File: src/rtl/ksa_engine.sv
// ksa_engine: RC4 key-scheduling engine driving an external single-port S memory.
//
// On an accepted start the engine writes the identity permutation into S, then
// runs the RC4 key-scheduling swap pass over every entry, issuing all accesses
// through the same address/data/wren/q port the S memory exposes.
//
// Parameters
//   DATA_W     S-memory data and address width; the memory has 2**DATA_W entries.
//   KEY_BYTES  secret key length in bytes.
//
// Ports
//   clk         system clock, rising edge
//   reset_n     asynchronous active-low reset
//   start       start request, honoured only when idle or done
//   secret_key  key, byte 0 in the most significant byte; latched on acceptance
//   address     RAM address (registered)
//   data        RAM write data (registered)
//   wren        RAM write enable (registered)
//   q           RAM read data
//   busy        high while the schedule is in progress
//   done        high after completion until the next accepted start
//
// Build option
//   KSA_OUTREG_EN  target a RAM with registered q (2-cycle read latency); a wait
//                  state follows each read-address state. Undefined: 1-cycle RAM.
//
// Output timing: the registered outputs always describe the state the FSM is in,
// so every output register is loaded from the next-state decision. The first
// INIT cycle after acceptance issues nothing; the INIT writes 0..DEPTH-1 appear
// in the following DEPTH cycles.

module ksa_engine #(
    parameter int unsigned DATA_W    = 8,
    parameter int unsigned KEY_BYTES = 3
) (
    input  logic                   clk,
    input  logic                   reset_n,
    input  logic                   start,
    input  logic [KEY_BYTES*8-1:0] secret_key,
    output logic [DATA_W-1:0]      address,
    output logic [DATA_W-1:0]      data,
    output logic                   wren,
    input  logic [DATA_W-1:0]      q,
    output logic                   busy,
    output logic                   done
);

    localparam int unsigned KidxW = (KEY_BYTES > 1) ? $clog2(KEY_BYTES) : 1;

    localparam logic [DATA_W-1:0] LastIdx = {DATA_W{1'b1}};
    localparam logic [KidxW-1:0]  LastKey = KidxW'(KEY_BYTES - 1);

    localparam logic [3:0] StIdle = 4'd0;
    localparam logic [3:0] StInit = 4'd1;
    localparam logic [3:0] StRdi  = 4'd2;
    localparam logic [3:0] StLdi  = 4'd4;
    localparam logic [3:0] StRdj  = 4'd5;
    localparam logic [3:0] StLdj  = 4'd7;
    localparam logic [3:0] StWri  = 4'd8;
    localparam logic [3:0] StWrj  = 4'd9;
    localparam logic [3:0] StDone = 4'd10;
`ifdef KSA_OUTREG_EN
    localparam logic [3:0] StWti  = 4'd3;
    localparam logic [3:0] StWtj  = 4'd6;
`endif

    logic [3:0]             state_q, state_d;
    logic [DATA_W-1:0]      i_q, i_d;
    logic [DATA_W-1:0]      j_q, j_d;
    logic [KidxW-1:0]       kidx_q, kidx_d;
    logic [DATA_W-1:0]      si_q, si_d;
    logic [KEY_BYTES*8-1:0] key_q, key_d;
    logic                   wrap_q, wrap_d;
    logic [DATA_W-1:0]      address_q, address_d;
    logic [DATA_W-1:0]      data_q, data_d;
    logic                   wren_q, wren_d;
    logic                   busy_q, busy_d;
    logic                   done_q, done_d;

    logic [7:0]             key_byte;
    logic [DATA_W-1:0]      j_next;

    // Key byte selected by the wrapping key index; a plain mux, no division.
    always_comb begin
        key_byte = 8'h00;
        for (int unsigned b = 0; b < KEY_BYTES; b++) begin
            if (kidx_q == KidxW'(b)) begin
                key_byte = key_q[(KEY_BYTES - 1 - b) * 8 +: 8];
            end
        end
    end

    // The key byte is truncated or zero-extended to DATA_W; the sum wraps.
    assign j_next = j_q + q + DATA_W'(key_byte);

    always_comb begin
        state_d   = state_q;
        i_d       = i_q;
        j_d       = j_q;
        kidx_d    = kidx_q;
        si_d      = si_q;
        key_d     = key_q;
        wrap_d    = wrap_q;
        address_d = address_q;
        data_d    = data_q;
        wren_d    = 1'b0;
        busy_d    = busy_q;
        done_d    = done_q;

        case (state_q)
            StIdle, StDone: begin
                if (start) begin
                    key_d     = secret_key;
                    i_d       = '0;
                    j_d       = '0;
                    kidx_d    = '0;
                    wrap_d    = 1'b0;
                    address_d = '0;
                    data_d    = '0;
                    busy_d    = 1'b1;
                    done_d    = 1'b0;
                    state_d   = StInit;
                end
            end

            StInit: begin
                if (!wrap_q) begin
                    // Write S[i] = i; after the last entry i has wrapped to 0.
                    address_d = i_q;
                    data_d    = i_q;
                    wren_d    = 1'b1;
                    i_d       = i_q + 1'b1;
                    if (i_q == LastIdx) begin
                        wrap_d = 1'b1;
                    end
                end else begin
                    // Last write is on the bus this cycle; move on to reading S[0].
                    wrap_d    = 1'b0;
                    address_d = i_q;
                    state_d   = StRdi;
                end
            end

            StRdi: begin
`ifdef KSA_OUTREG_EN
                state_d = StWti;
`else
                state_d = StLdi;
`endif
            end

`ifdef KSA_OUTREG_EN
            StWti: begin
                state_d = StLdi;
            end
`endif

            StLdi: begin
                si_d      = q;
                j_d       = j_next;
                kidx_d    = (kidx_q == LastKey) ? '0 : kidx_q + 1'b1;
                address_d = j_next;
                state_d   = StRdj;
            end

            StRdj: begin
`ifdef KSA_OUTREG_EN
                state_d = StWtj;
`else
                state_d = StLdj;
`endif
            end

`ifdef KSA_OUTREG_EN
            StWtj: begin
                state_d = StLdj;
            end
`endif

            StLdj: begin
                // S[j] goes straight into the write-data register for S[i].
                address_d = i_q;
                data_d    = q;
                wren_d    = 1'b1;
                state_d   = StWri;
            end

            StWri: begin
                address_d = j_q;
                data_d    = si_q;
                wren_d    = 1'b1;
                state_d   = StWrj;
            end

            StWrj: begin
                if (i_q == LastIdx) begin
                    busy_d  = 1'b0;
                    done_d  = 1'b1;
                    state_d = StDone;
                end else begin
                    i_d       = i_q + 1'b1;
                    address_d = i_q + 1'b1;
                    state_d   = StRdi;
                end
            end

            default: begin
                busy_d  = 1'b0;
                done_d  = 1'b0;
                state_d = StIdle;
            end
        endcase
    end

    always_ff @(posedge clk or negedge reset_n) begin
        if (!reset_n) begin
            state_q   <= StIdle;
            i_q       <= '0;
            j_q       <= '0;
            kidx_q    <= '0;
            si_q      <= '0;
            key_q     <= '0;
            wrap_q    <= 1'b0;
            address_q <= '0;
            data_q    <= '0;
            wren_q    <= 1'b0;
            busy_q    <= 1'b0;
            done_q    <= 1'b0;
        end else begin
            state_q   <= state_d;
            i_q       <= i_d;
            j_q       <= j_d;
            kidx_q    <= kidx_d;
            si_q      <= si_d;
            key_q     <= key_d;
            wrap_q    <= wrap_d;
            address_q <= address_d;
            data_q    <= data_d;
            wren_q    <= wren_d;
            busy_q    <= busy_d;
            done_q    <= done_d;
        end
    end

    assign address = address_q;
    assign data    = data_q;
    assign wren    = wren_q;
    assign busy    = busy_q;
    assign done    = done_q;

endmodule

File: config.mk
export PLATFORM = sky130hd
export DESIGN_NAME = ksa_engine
export DESIGN_NICKNAME = d
export VERILOG_FILES = /design/src/rtl/ksa_engine.sv
export SDC_FILE = /design/constraint.sdc
export NUM_CORES = 1
export LEC_CHECK = 0
export CORE_MARGIN = 3
export CORE_UTILIZATION = 49
export DETAILED_ROUTE_END_ITERATION = 7
export HOLD_SLACK_MARGIN = 0.15
export PLACE_DENSITY = 0.69
export SYNTH_ARGS = -nofsm -noshare
export SYNTH_HDL_FRONTEND = slang
export SYNTH_SLANG_ARGS = --single-unit
File: constraint.sdc
create_clock -name clk -period 6.7 [get_ports clk]
set_clock_uncertainty 0.2 [all_clocks]
set_input_delay 1.005 -clock clk [delete_from_list [all_inputs] [get_ports clk]]
set_output_delay 1.005 -clock clk [all_outputs]
set_load 0.05 [all_outputs]
==> results.yml, run 1 <==
global_routing:
  grt_pass1_wl_um: 16300
  grt_max_degree: 75
  grt_pass1_vias: 3214
  grt_overflow: 0
  grt_use_total: 0.214
  antenna_found_initial: 0
floorplan:
  io_pins: 54
  row_count: 32
  die_h_um: 97.7
  initial_utilization: 0.520
  coreArea_mm2: 0.00793
  dieArea_mm2: 0.00955
  dieWidth_um: 97.7
hold_path:
  hp-class: "reg -> reg"
  hold_end: "data[0]$_DFFE_PN0P_"
  hold_depth: 2
  worstHoldStart: "data[0]$_DFFE_PN0P_"
cells_and_area:
  diodes: 0
  drive_gt1_frac: 0.0923
  num-fill-cells: 668
  final_cell_area_mm2: 0.00488
  syn_to_final_growth_pct: 18.4
  fin_util: 0.615
  final_nets: 500
route:
  antenna_left: 0
  vias_per_cell: 5.74
  wl_per_cell_um: 17.3
  drc: 0
  vias: 3196
  dr.pass1.iters: 6
  drt_wl_total_um: 9610
  drt_iter0_markers: 222
sta:
  finalHoldWorstSlack_ns: 0.282
  worst_slew_pin_slew_ns: 1.16
  finalSetupViolCount: 0
  finalHoldViolCount: 0
  relSlewSlack: 0.222
  fmax_ghz: 0.264
  tns_ns: 0
  slew_viol_final: 0
  final.period_utilization: 0.565
  fin_crit_ns: 3.79
  rsz0062_at_grt: "no"
yosys:
  yosysWarnings: 0
  yosys-top-cells-count: "dfrtp_1, nand2_1, o21ai_0, inv_1"
  avgSynthCellArea_um2: 10.2
  synth.distinct_cells: 54
  synth_most_common_cell: "dfrtp_1"
  synth-async-reset-ratio: 1.00
  yosys-top-cells-area: "dfrtp_1, mux2_1, o21ai_0"
  syn_area_mm2: 0.00412
  synth_seq_cells: 74
  netlist_instances: 404
  synth_top_area_cell: "dfrtp_1"
  syn_nets: 454
  yosysSeqAreaShare: 0.449
  synth_edf_count: 0
  synth.top_cell.area_share: 0.449
  synthFlopType: "dfrtp_1"
cts:
  cts_buffers: 9
  clk_pin_slew_ns: 0.08
  cts.sinks: 74
  clockBufferDepth: 2
  clock_latency_ns: 0.35
  post_cts_buffers: 0
  hold_buffers: 0
  ctsRootBufferMaster: "clkbuf_8"
  cts_tree: "built"
  htree_levels: 3
  postCtsResizedCells: 0
critical_path:
  cp_num_cells: 13
  crit_fanout: 12
  path_cells: "nor2b_1, a21oi_1, fa_1, inv_1, ha_1, inv_1, fa_1, nor2b_1, o21ai_0, nand2_1, xor2_1, a221o_1, a22o_1"
  reg2reg_slack_ns: 2.91
  cp.required_ns: 6.74
  crit_family: "adder cells"
  r2r-end: "address[5]$_DFFE_PN0P_"
  worstSetupPathType: "reg -> reg"
  cp.arrival_ns: 3.83
  r2r-start: "kidx_q[0]$_DFFE_PN0P_"
  max_stage_delay_ns: 0.60
  crit_slowest_cell: "dfrtp_1"
  critPathCaptureType: "flop"
  r2r_cells: 13
  critPathBufInv: 2
  startpoint_type: "flop"
run:
  cap_viol_max_count: 0
status:
  outcome: "complete, no violations"
placed_design:
  placed_cell_area_mm2: 0.00466
  hpwl_um: 6830
  gp_congestion: 0.855
  port_buffers: 53
pwr:
  leakage_nw: 2.17
  peakVddDrop_mv: 0.359
  p_per_area_mw_per_mm2: 511
  finalPower_w: 0.00249
## cells by family after synthesis
logic type | synth area share
compound gates | 0.181
xor+xnor | 0.0294
fa+ha+maj | 0.0601
buf+inv | 0.0598
flops | 0.449
mux | 0.0899
simple gates | 0.131
## through the flow
step / instances / setup slack, ns
2_1_floorplan: 404 / 3.25
3_3_place_gp: 541 / 2.68
3_5_place_dp: 541 / 2.65
4_1_cts: 557 / 2.91
5_1_grt: 557 / 2.61
6_report: 557 / 2.91
## state kept, by name, summed over array words and instances, names as in the netlist
| register | count |
|---|---|
| address | 8 |
| busy | 1 |
| data | 8 |
| done | 1 |
| i_q | 8 |
| j_q | 8 |
| key_q | 24 |
| kidx_q | 2 |
| si_q | 8 |
| state_q | 4 |
| wrap_q | 1 |
| wren | 1 |
## worst register-to-register path, cell delays in order (launching register included)
cell     delay (ns)
dfrtp_1        0.60
nor2b_1        0.57
a21oi_1        0.18
fa_1           0.44
inv_1          0.06
ha_1           0.17
inv_1          0.06
fa_1           0.39
nor2b_1        0.23
o21ai_0        0.11
nand2_1        0.09
xor2_1         0.08
a221o_1        0.32
a22o_1         0.19
## per-layer routing
| metal | share of wire | wire, um | global-route usage |
|---|---|---|---|
| met4 | 0.019 | 186 | 0.0788 |
| met5 | 0 | 0 | 0 |
| met1 | 0.47 | 4470 | 0.310 |
| met2 | 0.45 | 4340 | 0.321 |
| met3 | 0.064 | 612 | 0.0395 |
## placed cells by master, fill, tap and decap left out, types with 3 or more instances in the layout
cell             synthesis  final
a222oi_1                10     10
and3_1                   3      3
a221o_1                  5      5
o31ai_1                  3      3
nand2_1                 48     48
o21ai_0                 36     36
nor2b_1                  5      5
nand3_1                  8      8
clkdlybuf4s50_1          0     52
a21o_1                   4      4
a21oi_1                 20     20
inv_1                   31     31
a22o_1                   8      8
o21ai_1                  6      6
mux2_1                  17     17
mux2_2                   7      7
ha_1                     7      7
nor2_1                  20     20
nor3_1                   3      3
mux2i_1                 10     10
nor3_2                   3      3
clkbuf_8                 0     10
dfrtp_1                 74     74
fa_1                     8      8
xnor2_1                 10     10
nand2b_1                 6      6
## final cells by class
cell class / instances / area [um^2] / share of cell area
clock inverter: 5 / 77.6 / 0.0159
sequential: 74 / 1850 / 0.380
multi-input combinational: 279 / 2020 / 0.415
timing repair buffer: 55 / 541 / 0.111
clock buffer: 11 / 141 / 0.0290
inverter: 31 / 116 / 0.0239
tap: 102 / 128 / 0.0262
## worst max path at each step
stage / startpoint / endpoint / slack, ns
floorplan: kidx_q[0]$_DFFE_PN0P_ / address[5]$_DFFE_PN0P_ / 3.25
global placement: q[1] / address[5]$_DFFE_PN0P_ / 2.68
detailed placement: q[1] / address[5]$_DFFE_PN0P_ / 2.65
CTS: kidx_q[0]$_DFFE_PN0P_ / address[7]$_DFFE_PN0P_ / 2.91
global route: kidx_q[0]$_DFFE_PN0P_ / address[7]$_DFFE_PN0P_ / 2.61
finish: kidx_q[0]$_DFFE_PN0P_ / address[5]$_DFFE_PN0P_ / 2.91
## where the power goes
group | leakage [nW] | switching [W] | internal (W)
clock network | 0.109 | 0.000168 | 0.000219
registers | 0.944 | 0.000178 | 0.000622
logic | 1.12 | 0.000762 | 0.000544
total | 2.17 | 0.00111 | 0.00139
Note: power is estimated with default switching activity, not from simulation.
==> run 2: changes to the inputs <==
==> constraint.sdc (replaced) <==
create_clock -name clk -period 3.75 [get_ports clk]
set_clock_uncertainty 0.2 [all_clocks]
set_input_delay 0.5625 -clock clk [delete_from_list [all_inputs] [get_ports clk]]
set_output_delay 0.5625 -clock clk [all_outputs]
set_load 0.05 [all_outputs]
==> run 2 against run 1 <==
  * Global-route usage is essentially flat
  * Final cell count grew 0.72%
  * Critical path depth is the same
  * Setup slack lost 2.6 ns
  * Clock power grew 100%
  * Worst hold slack lost 0.060 ns
  * Fmax grew 10%
  * Sequential cell count is the same
  * Via count shrank 0.22%
  * Sequential power grew 76%
  * Register-to-register slack lost 2.6 ns
  * Non-clock buffer count grew 4
  * Critical path type unchanged
  * Critical endpoint unchanged
  * Largest cell class unchanged
==> results.yml, run 2 (synthesized netlist as in run 1, its figures left out) <==
cts:
  clockBufferDepth: 2
  cts_tree: "built"
  ctsRootBufferMaster: "clkbuf_8"
  clock_latency_ns: 0.35
  htree_levels: 3
  cts.sinks: 74
  cts_buffers: 9
  clk_pin_slew_ns: 0.08
  postCtsResizedCells: 0
  hold_buffers: 0
  post_cts_buffers: 0
sta:
  tns_ns: 0
  slew_viol_final: 0
  finalHoldViolCount: 0
  worst_slew_pin_slew_ns: 0.923
  final.period_utilization: 0.917
  fin_crit_ns: 3.44
  fmax_ghz: 0.291
  finalHoldWorstSlack_ns: 0.222
  rsz0062_at_grt: "no"
  relSlewSlack: 0.385
  finalSetupViolCount: 0
critical_path:
  reg2reg_slack_ns: 0.31
  crit_family: "adder cells"
  critPathBufInv: 2
  worstSetupPathType: "reg -> reg"
  startpoint_type: "flop"
  cp.arrival_ns: 3.48
  cp.required_ns: 3.79
  crit_fanout: 7
  path_cells: "nor2b_1, a21oi_1, fa_1, inv_1, ha_1, inv_1, fa_1, nor2b_1, o21ai_0, nand2_1, xor2_1, a221o_1, a22o_1"
  crit_slowest_cell: "dfrtp_2"
  max_stage_delay_ns: 0.49
  critPathCaptureType: "flop"
placed_design:
  dpl.cell_count: 545
  port_buffers: 53
  gp_congestion: 0.835
  hpwl_um: 6880
cells_and_area:
  drive_gt1_frac: 0.102
  final_cell_mix: "dfrtp_1, clkdlybuf4s50_1, nand2_1"
  final_cells: 561
  fin_util: 0.624
  diodes: 0
  largest_reg_flops: 24
  mostFrequentLayoutCell: "dfrtp_1"
  final_nets: 504
  largest_register: "key_q"
  syn_to_final_growth_pct: 19.9
route:
  drt_wl_total_um: 9610
  dr_wl_met2_um: 4420
  vias: 3189
  vias_per_cell: 5.68
  highest_layer: "met4"
  routed-wl-met3_um: 590
  drc: 0
  wl_met1_um: 4470
  dr.pass1.iters: 5
  drt_iter0_markers: 303
  wl_per_cell_um: 17.1
  antenna_left: 0
global_routing:
  grt_pass1_wl_um: 16300
  grt_overflow: 0
  antenna_found_initial: 0
  grt_pass1_vias: 3049
  grt_use_total: 0.214
  grt_max_degree: 75
floorplan:
  row_count: 32
  die_h_um: 97.7
  initial_utilization: 0.520
  io_pins: 54
  coreArea_mm2: 0.00793
  dieWidth_um: 97.7
  dieArea_mm2: 0.00955
hold_path:
  hp-class: "in -> async"
status:
  outcome: "complete, no violations"
pwr:
  leakage_nw: 2.21
  peakVddDrop_mv: 0.764
  p_per_area_mw_per_mm2: 925
run:
  cap_viol_max_count: 0
[run 2: cell types whose count changed in the layout (fill, tap and decap cells not counted)]
cell       previous run  this run
clkbuf_8             10        11
buf_4                 2         6
dfrtp_2               0         1
bufinv_16             2         3
clkinv_2              2         0
dfrtp_1              74        73
[run 2: cell type report]
| class | instances | area (um^2) |
|---|---|---|
| fillers | 646 | 2980 |
| flip-flops and latches | 74 | 1850 |
| multi-input cells | 279 | 2020 |
| well taps | 102 | 128 |
| clock inverters | 4 | 97.6 |
| repair buffers | 59 | 571 |
| inverters | 31 | 116 |
| clock buffers | 12 | 155 |
[run 2: final timing paths]
| path | startpoint | depth (start not counted) | to |
|---|---|---|---|
| setup / recovery | kidx_q[0]$_DFFE_PN0P_ | 13 | address[5]$_DFFE_PN0P_ |
| hold / removal | reset_n | 2 | wren$_DFF_PN0_ |
| setup reg to reg | kidx_q[0]$_DFFE_PN0P_ | 13 | address[5]$_DFFE_PN0P_ |
| hold reg to reg | si_q[7]$_DFFE_PN0P_ | 2 | si_q[7]$_DFFE_PN0P_ |
| max in group asynchronous | reset_n | 2 | kidx_q[0]$_DFFE_PN0P_ |
| min in group clk | si_q[7]$_DFFE_PN0P_ | 2 | si_q[7]$_DFFE_PN0P_ |
[run 2: metrics by stage]
step | power [W] | area [um^2] | worst slack [ns]
global route | 0.00496 | 4940 | 0.0392
floorplan | 0.00320 | 4120 | 0.298
detailed placement | 0.00379 | 4690 | 0.101
global placement | 0.00374 | 4690 | 0.139
CTS | 0.00459 | 4940 | 0.250
finish | 0.00457 | 4940 | 0.310
[run 2: per-layer routing]
| metal | GRT usage | vias to the layer above |
|---|---|---|
| li1 | - | 1531 |
| met1 | 0.311 | 1550 |
| met2 | 0.324 | 95 |
| met3 | 0.0481 | 13 |
| met4 | 0.0575 | 0 |
| met5 | 0 | - |
[run 2: power breakdown]
group	switching (W)	internal (W)	leakage, nW
Sequential	0.000298	0.00111	0.942
Combinational	0.00139	0.000993	1.14
Clock	0.000298	0.000479	0.123
